## src/rtl/blk_msg_tx.sv

```systemverilog
// Framed-message UART transmitter: 0x30 0x31 LEN payload CHK 0x32, each byte sent 8N1 LSB first.
// Latency: start bit of the first byte begins the cycle after an accepted i_start; o_done one cycle after the last stop bit.
// Backpressure: none; i_start is ignored while busy, oversize requests pulse o_err. Option MSG_TX_GAP_EN adds an idle bit after each byte.
module blk_msg_tx #(
    parameter int CLKS_PER_BIT = 87,
    parameter int MAX_PAYLOAD  = 250
) (
    input  logic       i_clk,
    input  logic       i_reset,
    input  logic       i_start,
    input  logic [9:0] i_len,
    output logic       o_mem_en,
    output logic [9:0] o_mem_raddr,
    input  logic [7:0] i_mem_rdata,
    output logic       o_uart_tx,
    output logic       o_busy,
    output logic       o_done,
    output logic       o_err
);

    localparam logic [15:0] BAUD_MAX = 16'(CLKS_PER_BIT - 1);
    localparam logic [9:0]  MAX_LEN  = 10'(MAX_PAYLOAD);

    typedef enum logic [2:0] {
        B_IDLE, B_HDR0, B_HDR1, B_LEN, B_PAY, B_CHK, B_TRL
    } byte_st_t;

    typedef enum logic [1:0] {
        T_START, T_DATA, T_STOP, T_GAP
    } bit_st_t;

    byte_st_t    r_byte_st, w_byte_st;
    bit_st_t     r_bit_st,  w_bit_st;
    logic [15:0] r_baud,    w_baud;
    logic [2:0]  r_bit_idx, w_bit_idx;
    logic [7:0]  r_shift,   w_shift;
    logic [7:0]  r_next,    w_next;
    logic [7:0]  r_chk,     w_chk;
    logic [9:0]  r_len,     w_len;
    logic [9:0]  r_pay_cnt, w_pay_cnt;
    logic        r_cap,     w_cap;
    logic        r_tx,      w_tx;
    logic        r_busy,    w_busy;
    logic        r_done,    w_done;
    logic        r_err,     w_err;
    logic        r_mem_en,  w_mem_en;
    logic [9:0]  r_raddr,   w_raddr;

    // Byte-load request shared by the IDLE accept path and the byte sequencer
    logic        w_load;
    logic        w_chk_en;
    logic [7:0]  w_load_byte;
    byte_st_t    w_load_st;
    logic        w_byte_end;
    logic [7:0]  w_len_byte;

    assign w_len_byte = r_len[7:0] + 8'd5;

    // Next-state logic for the byte sequencer, bit serializer, prefetch and checksum
    always_comb begin
        w_byte_st   = r_byte_st;
        w_bit_st    = r_bit_st;
        w_baud      = r_baud;
        w_bit_idx   = r_bit_idx;
        w_shift     = r_shift;
        w_next      = r_cap ? i_mem_rdata : r_next;
        w_chk       = r_chk;
        w_len       = r_len;
        w_pay_cnt   = r_pay_cnt;
        w_cap       = r_mem_en;
        w_tx        = r_tx;
        w_busy      = r_busy;
        w_done      = 1'b0;
        w_err       = 1'b0;
        w_mem_en    = 1'b0;
        w_raddr     = r_raddr;
        w_load      = 1'b0;
        w_chk_en    = 1'b0;
        w_load_byte = 8'h00;
        w_load_st   = r_byte_st;
        w_byte_end  = 1'b0;

        if (r_byte_st == B_IDLE) begin
            if (i_start) begin
                if (i_len > MAX_LEN) begin
                    w_err = 1'b1;
                end else begin
                    w_len       = i_len;
                    w_chk       = 8'h00;
                    w_busy      = 1'b1;
                    w_load      = 1'b1;
                    w_chk_en    = 1'b1;
                    w_load_st   = B_HDR0;
                    w_load_byte = 8'h30;
                end
            end
        end else begin
            // Bit timing: each bit lasts CLKS_PER_BIT cycles
            if (r_baud == BAUD_MAX) begin
                w_baud = 16'd0;
                case (r_bit_st)
                    T_START: begin
                        w_bit_st  = T_DATA;
                        w_bit_idx = 3'd0;
                        w_tx      = r_shift[0];
                    end
                    T_DATA: begin
                        if (r_bit_idx == 3'd7) begin
                            w_bit_st = T_STOP;
                            w_tx     = 1'b1;
                        end else begin
                            w_bit_idx = r_bit_idx + 3'd1;
                            w_tx      = r_shift[r_bit_idx + 3'd1];
                        end
                    end
                    T_STOP: begin
`ifdef MSG_TX_GAP_EN
                        w_bit_st = T_GAP;
                        w_tx     = 1'b1;
`else
                        w_byte_end = 1'b1;
`endif
                    end
                    default: begin
                        w_byte_end = 1'b1;
                    end
                endcase
            end else begin
                w_baud = r_baud + 16'd1;
            end

            // Byte sequencing; payload reads are issued with the start bit of the preceding byte
            if (w_byte_end) begin
                case (r_byte_st)
                    B_HDR0: begin
                        w_load = 1'b1; w_chk_en = 1'b1;
                        w_load_st = B_HDR1; w_load_byte = 8'h31;
                    end
                    B_HDR1: begin
                        w_load = 1'b1; w_chk_en = 1'b1;
                        w_load_st = B_LEN; w_load_byte = w_len_byte;
                        if (r_len != 10'd0) begin
                            w_mem_en = 1'b1;
                            w_raddr  = 10'd0;
                        end
                    end
                    B_LEN: begin
                        w_load = 1'b1;
                        if (r_len != 10'd0) begin
                            w_chk_en = 1'b1; w_load_st = B_PAY; w_load_byte = r_next;
                            w_pay_cnt = 10'd0;
                            if (r_len > 10'd1) begin
                                w_mem_en = 1'b1;
                                w_raddr  = 10'd1;
                            end
                        end else begin
                            w_load_st = B_CHK; w_load_byte = r_chk;
                        end
                    end
                    B_PAY: begin
                        w_load = 1'b1;
                        if ((r_pay_cnt + 10'd1) < r_len) begin
                            w_chk_en = 1'b1; w_load_st = B_PAY; w_load_byte = r_next;
                            w_pay_cnt = r_pay_cnt + 10'd1;
                            if ((r_pay_cnt + 10'd2) < r_len) begin
                                w_mem_en = 1'b1;
                                w_raddr  = r_pay_cnt + 10'd2;
                            end
                        end else begin
                            w_load_st = B_CHK; w_load_byte = r_chk;
                        end
                    end
                    B_CHK: begin
                        w_load = 1'b1;
                        w_load_st = B_TRL; w_load_byte = 8'h32;
                    end
                    default: begin
                        w_byte_st = B_IDLE;
                        w_busy    = 1'b0;
                        w_done    = 1'b1;
                        w_tx      = 1'b1;
                    end
                endcase
            end
        end

        // Loading a byte starts its start bit and folds it into the checksum when it is frame content
        if (w_load) begin
            w_byte_st = w_load_st;
            w_shift   = w_load_byte;
            w_bit_st  = T_START;
            w_bit_idx = 3'd0;
            w_baud    = 16'd0;
            w_tx      = 1'b0;
            if (w_chk_en) begin
                w_chk = w_chk ^ w_load_byte;
            end
        end
    end

    // State register; reset forces the line idle-high immediately
    always_ff @(posedge i_clk or negedge i_reset) begin
        if (!i_reset) begin
            r_byte_st <= B_IDLE;
            r_bit_st  <= T_START;
            r_baud    <= 16'd0;
            r_bit_idx <= 3'd0;
            r_shift   <= 8'h00;
            r_next    <= 8'h00;
            r_chk     <= 8'h00;
            r_len     <= 10'd0;
            r_pay_cnt <= 10'd0;
            r_cap     <= 1'b0;
            r_tx      <= 1'b1;
            r_busy    <= 1'b0;
            r_done    <= 1'b0;
            r_err     <= 1'b0;
            r_mem_en  <= 1'b0;
            r_raddr   <= 10'd0;
        end else begin
            r_byte_st <= w_byte_st;
            r_bit_st  <= w_bit_st;
            r_baud    <= w_baud;
            r_bit_idx <= w_bit_idx;
            r_shift   <= w_shift;
            r_next    <= w_next;
            r_chk     <= w_chk;
            r_len     <= w_len;
            r_pay_cnt <= w_pay_cnt;
            r_cap     <= w_cap;
            r_tx      <= w_tx;
            r_busy    <= w_busy;
            r_done    <= w_done;
            r_err     <= w_err;
            r_mem_en  <= w_mem_en;
            r_raddr   <= w_raddr;
        end
    end

    assign o_uart_tx   = r_tx;
    assign o_busy      = r_busy;
    assign o_done      = r_done;
    assign o_err       = r_err;
    assign o_mem_en    = r_mem_en;
    assign o_mem_raddr = r_raddr;

endmodule

```

## config.mk

```make
export PLATFORM = sky130hd
export DESIGN_NAME = blk_msg_tx
export DESIGN_NICKNAME = d
export VERILOG_FILES = /design/src/rtl/blk_msg_tx.sv
export SDC_FILE = /design/constraint.sdc
export NUM_CORES = 1
export LEC_CHECK = 0
export CAP_MARGIN = 10
export CORE_MARGIN = 4
export CORE_UTILIZATION = 55
export CTS_BUF_LIST = sky130_fd_sc_hd__clkbuf_16
export DETAILED_ROUTE_END_ITERATION = 6
export GPL_ROUTABILITY_DRIVEN = 0
export MAX_ROUTING_LAYER = met4
export PLACE_DENSITY = 0.87
export REMOVE_ABC_BUFFERS = 1
export SYNTH_ARGS = -nofsm -noshare
export SYNTH_HDL_FRONTEND = slang
export SYNTH_SLANG_ARGS = --single-unit
```

## constraint.sdc

```tcl
create_clock -name i_clk -period 6.4 [get_ports i_clk]
set_clock_uncertainty 0.15 [all_clocks]
set_input_delay 0.64 -clock i_clk [delete_from_list [all_inputs] [get_ports i_clk]]
set_output_delay 0.64 -clock i_clk [all_outputs]
set_load 0.01 [all_outputs]
```

==> out/qor.yml <==
outcome: "completed"
synth-seq-cells: 84
cts.clk_slew.worst_paths_ps: 60
boundary_pins: 36
cts_tree: "built"
synth.cell_area_sq_mm: 0.00493
routed_wire_length_per_instance_um: 18.2
antenna_left: 0
tritoncts.num_buffers: 9
grt.busiest_layer: "met2"
timing.critical_path.to_type: "flop"
cts_repair_resize_count: 0
setup-violations-final: 0
grt_first_pass_wirelength_um: 20300
ys.flop_type: "sky130_fd_sc_hd__dfrtp_1"
yosys.cell_count.top_type: "sky130_fd_sc_hd__dfrtp_1"
min_period_over_period: 0.676
gr-usage-all-layers: 0.253
cts_root_buffer: "sky130_fd_sc_hd__clkbuf_16"
max_capacitance_violation_count: 0
period_needed_ps: 4330
fin_nets: 600
postSynth.asyncResetShare: 1.00
design.die.area_sq_mm: 0.0106
timing_worst_setup_path_type: "reg2reg"
worst_path_largest_cell_delay_ps: 540
first_pass_iters: 5
synth-seq-area-share: 0.426
slew_headroom: 0.300
post-cts-setup-buffers: 0
cts-htree-levels: 3
hold_viol: 0
placementRows: 34
timing_max_transition_violations_final: 0
diodes: 0
power_leakage_nw: 2.60
grt_start_max_net_pins: 85
synth_top_cell_by_area: "sky130_fd_sc_hd__dfrtp_1"
critical-path-top-delay-family: "compound AO/OA/AOI/OAI gates"
slowest_cell_on_the_critical_path: "sky130_fd_sc_hd__dfrtp_1"
synth_cells: 527
synth.yosys.warnings: 0
grt_antenna_before_repair: 0
post_detailed_routing_wire_length_um: 12100
arrival_ps: 4430
worst_skew_pair.late_latency_ps: 340
tns_ps: 0
die_height_um: 103
cts.path.max_buffers: 2
initial_drc_count: 456
fillers: 672
gr-usage-met2: 0.397
relative_area_change_from_synthesis_to_final_layout_pct: 14.3
most_frequent_cells_after_synthesis: "sky130_fd_sc_hd__dfrtp_1, sky130_fd_sc_hd__o21ai_0, sky130_fd_sc_hd__nand2_1"
numClockSinks: 84
min_path_type: "reg2reg"
number_of_synthesized_flops_with_an_enable_pin: 0
ir_drop_uv: 110
synth_top_area_frac: 0.421
floorplan_core_area_sq_mm: 0.00872
drc: 0
gr_layer_usage_met1: 0.316
cts-hold-fix-buffers: 0
grt_setup_unrepaired: "no"
detailroute.via_count: 4311
synthDistinctLibCells: 64
worst-endpoint-required_ps: 6500
p_per_area_mw_per_mm2: 198
groute.layer.met3.usage: 0.0535
grt_overflow: 0
synth.top_cells.by_area: "sky130_fd_sc_hd__dfrtp_1, sky130_fd_sc_hd__ha_1, sky130_fd_sc_hd__o21ai_0"
syn_area_per_cell_sq_um: 9.36
crit_buf_inv: 0
route.detailed.vias_per_inst: 6.49
dpl.hpwl_um: 8510
tightestPinTransition_ps: 1050
clock.fmax_mhz: 231
vias_in_the_first_global_route: 4295
worst-path-max-fanout: 12
buffer_ports.inserted: 35
dieWidth_um: 103
crit_path_cell_trace: "ha_1 -> nand3_1 -> nor2_1 -> nand3_1 -> xnor2_1 -> ha_1 -> and4_1 -> o211a_4 -> a2111o_1 -> o32ai_2 -> a222oi_1 -> or3_1 -> a21oi_1"
ratio_of_cells_with_drive_above_1_in_the_final_layout: 0.0701
worstSetupStartpointType: "flop"
starting_density: 0.566
layout_utilization: 0.647
==> metal layers <==
layer,vias to the layer above,share of wire
li1,1959,-
met2,214,0.48
met3,47,0.071
met5,-,0
met1,2091,0.41
met4,0,0.037
==> cell type report <==
class                           count  area [sq um]  area share
Sequential cell                    84          2100       0.373
Inverter                           30           113      0.0200
Tap cell                          108           135      0.0240
Timing Repair Buffer               39           378      0.0670
Multi-Input combinational cell    387          2590       0.460
Clock inverter                      7          91.3      0.0162
Clock buffer                        9           225      0.0399
==> logic make-up (layout without fill, tap and decap cells) <==
family                   Yosys count  count (layout)  share of synthesized area
AO/OA/AOI/OAI                    151             151                      0.202
AND/OR/NAND/NOR                  162             162                      0.158
adder cells (fa/ha/maj)           28              28                     0.0710
XOR/XNOR                          25              25                     0.0444
multiplexers                      21              21                     0.0502
buffers and inverters             56              85                     0.0479
flip-flops                        84              84                      0.426
==> where the power goes <==
group | internal (mW) | switching, mW | leakage [nW]
logic | 0.0111 | 0.0135 | 1.43
clock network | 0.340 | 0.219 | 0.155
registers | 0.531 | 0 | 1.01
==> cells in the final DEF, fill, tap and decap left out, types with 6 or more instances in the layout <==
| cell type | instances |
|---|---|
| sky130_fd_sc_hd__a211oi_1 | 8 |
| sky130_fd_sc_hd__a21o_1 | 8 |
| sky130_fd_sc_hd__a21oi_1 | 30 |
| sky130_fd_sc_hd__a22o_1 | 7 |
| sky130_fd_sc_hd__and3_1 | 11 |
| sky130_fd_sc_hd__clkbuf_16 | 9 |
| sky130_fd_sc_hd__clkdlybuf4s50_1 | 34 |
| sky130_fd_sc_hd__dfrtp_1 | 83 |
| sky130_fd_sc_hd__ha_1 | 28 |
| sky130_fd_sc_hd__inv_1 | 30 |
| sky130_fd_sc_hd__mux2_2 | 9 |
| sky130_fd_sc_hd__mux2i_1 | 9 |
| sky130_fd_sc_hd__nand2_1 | 50 |
| sky130_fd_sc_hd__nand3_1 | 21 |
| sky130_fd_sc_hd__nor2_1 | 38 |
| sky130_fd_sc_hd__o21ai_0 | 53 |
| sky130_fd_sc_hd__or3_1 | 10 |
| sky130_fd_sc_hd__xnor2_1 | 19 |
| sky130_fd_sc_hd__xor2_1 | 6 |
==> path summary, 6_finish.rpt <==
path / slack (ps) / startpoint / end / cells after the start
setup / recovery: 2070 / r_pay_cnt[0] / r_chk[1] / 13
hold / removal: 230 / o_mem_en / r_cap / 0
setup reg to reg: 2070 / r_pay_cnt[0] / r_chk[1] / 13
hold reg to reg: 230 / o_mem_en / r_cap / 0
max in group asynchronous: 5100 / i_reset / o_mem_raddr[6] / 1
min in group asynchronous: 350 / i_reset / r_bit_idx[1] / 1
==> sequential cells by signal, summed over array words and instances (netlist names) <==
signal / count
r_next: 8
o_uart_tx: 1
r_chk: 8
r_byte_st: 3
o_mem_en: 1
r_bit_idx: 3
r_baud: 16
r_shift: 8
r_bit_st: 2
o_mem_raddr: 10
o_err: 1
r_pay_cnt: 10
o_busy: 1
o_done: 1
r_cap: 1
r_len: 10
==> stage by stage <==
stage / hold WS [ps] / power, mW / area [sq um] / cells / worst slack [ps]
after floorplan: 194 / 0.542 / 4810 / 501 / 2510
after global placement: 217 / 0.565 / 5320 / 648 / 2470
after detailed placement: 218 / 0.566 / 5320 / 648 / 2280
after CTS: 236 / 1.12 / 5640 / 664 / 2180
after global routing: 248 / 1.15 / 5640 / 664 / 1850
final: 232 / 1.11 / 5640 / 664 / 2070
No activity file was read; power rests on OpenSTA's default activity.
